[src/rtl/seq_magnitude_comparator.sv]
// Multi-cycle magnitude comparator: WIDTH-bit operands, CHUNK bits per clock, MSB chunk first.
// Optional build macro CMP_EARLY_EXIT_EN finishes on the first differing chunk.
module seq_magnitude_comparator #(
  parameter int WIDTH = 16,
  parameter int CHUNK = 4
) (
  input  logic             clk,
  input  logic             rst_n,
  input  logic             start,
  input  logic [WIDTH-1:0] A,
  input  logic [WIDTH-1:0] B,
  input  logic             signed_mode,
  output logic             busy,
  output logic             done,
  output logic [2:0]       R
);

  localparam int NCH   = WIDTH / CHUNK;
  localparam int IDX_W = (NCH > 1) ? $clog2(NCH) : 1;
  localparam logic [IDX_W-1:0] TOP_IDX = IDX_W'(NCH - 1);

  typedef enum logic [1:0] {IDLE, BUSY, DONE} state_t;

  state_t           state;
  logic [WIDTH-1:0] a_q, b_q;
  logic             sm_q;
  logic [IDX_W-1:0] idx;
  logic             gt_f, lt_f;

  logic             flip;
  logic [CHUNK-1:0] a_c, b_c;
  logic             gt_n, lt_n;
  logic             last;

  // Select chunk i; in signed mode the top chunk's MSB is inverted (offset binary).
  function automatic logic [CHUNK-1:0] chunk_of(input logic [WIDTH-1:0] v,
                                                  input logic [IDX_W-1:0] i,
                                                  input logic flip_msb);
    logic [WIDTH-1:0] sh;
    logic [CHUNK-1:0] c;
    sh = v >> (int'(i) * CHUNK);
    c  = sh[CHUNK-1:0];
    if (flip_msb) c[CHUNK-1] = ~c[CHUNK-1];
    return c;
  endfunction

  always_comb begin
    flip = sm_q && (idx == TOP_IDX);
    a_c  = chunk_of(a_q, idx, flip);
    b_c  = chunk_of(b_q, idx, flip);
    gt_n = gt_f;
    lt_n = lt_f;
    if (!gt_f && !lt_f) begin
      if (a_c > b_c)      gt_n = 1'b1;
      else if (a_c < b_c) lt_n = 1'b1;
    end
`ifdef CMP_EARLY_EXIT_EN
    last = (idx == '0) || gt_n || lt_n;
`else
    last = (idx == '0);
`endif
  end

  // Operand capture: data path only, no reset needed.
  always_ff @(posedge clk) begin
    if (state == IDLE && start) begin
      a_q  <= A;
      b_q  <= B;
      sm_q <= signed_mode;
    end
  end

  always_ff @(posedge clk or negedge rst_n) begin
    if (!rst_n) begin
      state <= IDLE;
      busy  <= 1'b0;
      done  <= 1'b0;
      R     <= 3'b000;
      gt_f  <= 1'b0;
      lt_f  <= 1'b0;
      idx   <= '0;
    end else begin
      case (state)
        IDLE: begin
          done <= 1'b0;
          if (start) begin
            idx   <= TOP_IDX;
            gt_f  <= 1'b0;
            lt_f  <= 1'b0;
            busy  <= 1'b1;
            state <= BUSY;
          end
        end
        BUSY: begin
          gt_f <= gt_n;
          lt_f <= lt_n;
          if (idx != '0) idx <= idx - 1'b1;
          if (last) begin
            R     <= {gt_n, ~gt_n & ~lt_n, lt_n};
            done  <= 1'b1;
            state <= DONE;
          end
        end
        DONE: begin
          done  <= 1'b0;
          busy  <= 1'b0;
          state <= IDLE;
        end
        default: begin
          done  <= 1'b0;
          busy  <= 1'b0;
          state <= IDLE;
        end
      endcase
    end
  end

endmodule
[config.mk]
export PLATFORM = sky130hd
export DESIGN_NAME = seq_magnitude_comparator
export DESIGN_NICKNAME = d
export VERILOG_FILES = /design/src/rtl/seq_magnitude_comparator.sv
export SDC_FILE = /design/constraint.sdc
export NUM_CORES = 1
export LEC_CHECK = 0
export ABC_CLOCK_PERIOD_IN_PS = 7400
export BUFFER_PORTS_ARGS = -buffer_cell sky130_fd_sc_hd__buf_2
export CAP_MARGIN = 15
export CELL_PAD_IN_SITES_DETAIL_PLACEMENT = 2
export CELL_PAD_IN_SITES_GLOBAL_PLACEMENT = 2
export CORE_MARGIN = 2
export CORE_UTILIZATION = 42
export CTS_BUF_LIST = sky130_fd_sc_hd__clkbuf_2 sky130_fd_sc_hd__clkbuf_4 sky130_fd_sc_hd__clkbuf_8
export CTS_CLUSTER_SIZE = 40
export DETAILED_ROUTE_END_ITERATION = 6
export GPL_TIMING_DRIVEN = 0
export PLACE_DENSITY_LB_ADDON = 0.25
export SLEW_MARGIN = 30
export SYNTH_ARGS = -nofsm -noshare
export SYNTH_HDL_FRONTEND = slang
export SYNTH_SLANG_ARGS = --single-unit
export TNS_END_PERCENT = 50
[constraint.sdc]
create_clock -name clk -period 7.4 [get_ports clk]
set_input_delay 1.48 -clock clk [delete_from_list [all_inputs] [get_ports clk]]
set_output_delay 1.48 -clock clk [all_outputs]
set_load 0.02 [all_outputs]
==> run_results.csv <==
group,metric,value,unit
yosys,yosys_warnings,0,
pwr,swShare,0.349,
sta,slew_viol_final,0,
clock_tree,clk_pin_slew,80,ps
yosys,netlist-cell-type-count,29,
pwr,combPwrFrac,0.400,
floorplanning,ioPinCount,41,
clock_tree,insertion_delay,290,ps
placed_design,dpl.hpwl,3280,um
global_routing,gr-max-usage-layer,"met2",
setup_path,cp-start-kind,"flop",
setup_path,end_kind,"flop",
clock_tree,cts.htree.levels,2,
setup_path,reg2reg_from,"idx[0]",
clock_tree,cts_setup_buffers,0,
clock_tree,cts_buffer_depth,2,
job,cap_viol_max_count,0,
setup_path,cp_slowest_cell,"mux4_2",
global_routing,grt_usage,0.193,
min_path,min_from,"done",
clock_tree,clock-sinks,44,
setup_path,crit_family,"compound AO/OA/AOI/OAI gates",
setup_path,cp_data_arrival_time,2850,ps
layout,layout.nets,197,
pwr,clkPwrFrac,0.202,
global_routing,grt_pass1_wl,6930,um
clock_tree,cts_hold_buffers,0,
clock_tree,cts-root-buf,"clkbuf_8",
routing,drt_iter0_markers,43,
clock_tree,ctsResizeCount,0,
routing,vias,1086,
layout,mostFrequentLayoutCell,"buf_2",
layout,drive_above_1_share,0.353,
yosys,syn-num-nets,149,
pwr,p_sw,309,uW
yosys,synth_largest_area_cell,"edfxtp_1",
routing,wl,4170,um
placed_design,io_buffers,40,
sta,slew-limit-headroom,0.626,
pwr,seqPwrFrac,0.398,
layout,insertedDiodeCount,0,
yosys,yosysSeqAreaShare,0.693,
global_routing,antenna_found_initial,0,
routing,drc,0,
setup_path,worstPathRequired,7580,ps
yosys,ys_seq_elements,44,
sta,rsz0062_at_grt,"false",
pwr,p_int,577,uW
clock_tree,cts_tree,"yes",
sta,fmax,0.374,GHz
yosys,yosysTopAreaCellShare,0.542,
sta,layout_min_cycle_time,2670,ps
yosys,async_reset_ff_frac,0.250,
floorplanning,dieWidth,70.0,um
setup_path,cp_num_buf_inv,1,
yosys,syn_area,1830,um2
floorplanning,dieHeight,70.0,um
global_routing,grtUsageMet1,0.219,
global_routing,grt_pass1_vias,1321,
sta,hold_viol,0,
floorplanning,die_area,4900,um2
clock_tree,numCtsBuffers,5,
setup_path,cp-startpoint,"idx[0]",
run_status,outcome,"finished, final reports clean",
sta,period_share,0.361,
setup_path,path_class,"reg -> reg",
routing,vias_per_cell,5.27,
setup_path,crit_chain,"buf_6 -> mux4_2 -> xnor2_1 -> ha_1 -> a211oi_1 -> o21ai_0 -> a32o_1",
sta,worst_slew_pin_slew,560,ps
global_routing,gr-total-overflow,0,
layout,final_cells,206,
layout,final_cell_mix,"buf_2, edfxtp_1, dfrtp_1",
yosys,synth_edf_count,33,
global_routing,use_met2,0.375,
pwr,p_leak,0.000939,uW
yosys,postSynthAreaPerCell,17.1,um2
sta,finalSetupTns,0,ps
floorplanning,rows,23,
floorplanning,initial_core_util,0.447,
sta,finClkSkew,4.54,ps
routing,dr.pass1.iters,4,
floorplanning,core_area,4090,um2
min_path,min_path_type,"reg -> reg",
global_routing,met3_usage,0.0303,
setup_path,crit_fanout,10,
global_routing,grt_max_degree,18,
placed_design,gp_congestion,0.791,
sta,finalSetupViolations,0,
setup_path,slowest_delay,520,ps
routing,antenna_left,0,
layout,area.growth.synth_to_final,22.4,%
yosys,synthCells,107,
pwr,p_per_area,396,nW/um2
routing,routedWlPerCell,20.3,um
yosys,synth_area_leaders,"edfxtp_1, dfrtp_1, mux4_1, ha_1, inv_1",
pwr,ir_worst_vdd,0.000170,V
yosys,synthFlopType,"edfxtp_1",
placed_design,dp_cells,198,
-- cell type report --
class,count,area [um2]
fill,390,1850
clock inverter,3,42.5
timing repair buffer,41,228
sequential,44,1270
inverter,10,37.5
multi-input combinational,50,510
clock buffer,5,68.8
tap,50,62.6
buffer,3,21.3
-- registers in the layout, summed over array words and instances, names as in the netlist --
| signal | flops |
|---|---|
| b_q | 16 |
| idx | 2 |
| state | 2 |
| R | 3 |
| busy | 1 |
| sm_q | 1 |
| gt_f | 1 |
| done | 1 |
| a_q | 16 |
| lt_f | 1 |
-- cells by family after synthesis --
family,synth area share
simple gates,0.0335
mux,0.118
buf+inv,0.0322
compound gates,0.0726
flops,0.693
fa+ha+maj,0.0411
xor+xnor,0.00958
-- path summary, 6_finish.rpt --
path,to,slack (ps),depth (start not counted)
min in group asynchronous,state[0],1050,1
setup reg to reg,gt_f,4730,7
max in group asynchronous,R[2],6140,1
hold reg to reg,done,490,1
setup / recovery,gt_f,4730,7
hold / removal,done,490,1
-- power groups by stage --
| stage | registers (uW) | clock network, uW | logic (uW) |
|---|---|---|---|
| floorplan | 360 | 0 | 227 |
| global placement | 352 | 0 | 308 |
| detailed placement | 359 | 0 | 357 |
| CTS | 354 | 185 | 365 |
| global route | 358 | 197 | 395 |
| finish | 353 | 179 | 354 |
-- Yosys cell counts, drive strengths merged, types with 2 or more instances --
library cell  count
edfxtp           33
buf               3
inv              10
a22oi             2
mux4              8
nand2             7
o21a              2
o21ai             4
a21oi             2
dfrtp            11
ha                6
nor2              4
-- through the flow --
step | cell area [um2] | setup WS [ps] | total power [uW] | util | hold WS [ps]
2_1_floorplan | 1830 | 4020 | 587 | - | 467
3_3_place_gp | 2090 | 3470 | 660 | 0.512 | 461
3_5_place_dp | 2130 | 4640 | 716 | 0.520 | 483
4_1_cts | 2240 | 4710 | 903 | 0.547 | 501
5_1_grt | 2240 | 4620 | 951 | 0.547 | 517
6_report | 2240 | 4730 | 886 | 0.547 | 494
-- routing by layer --
layer  vias up  share of wire  wire, um
li1        509              -         -
met1       542           0.37      1550
met2        33           0.59      2470
met3         2          0.034       141
met4         0         0.0026        11
met5         -              0         0
Power figures use the tool's default switching activity.
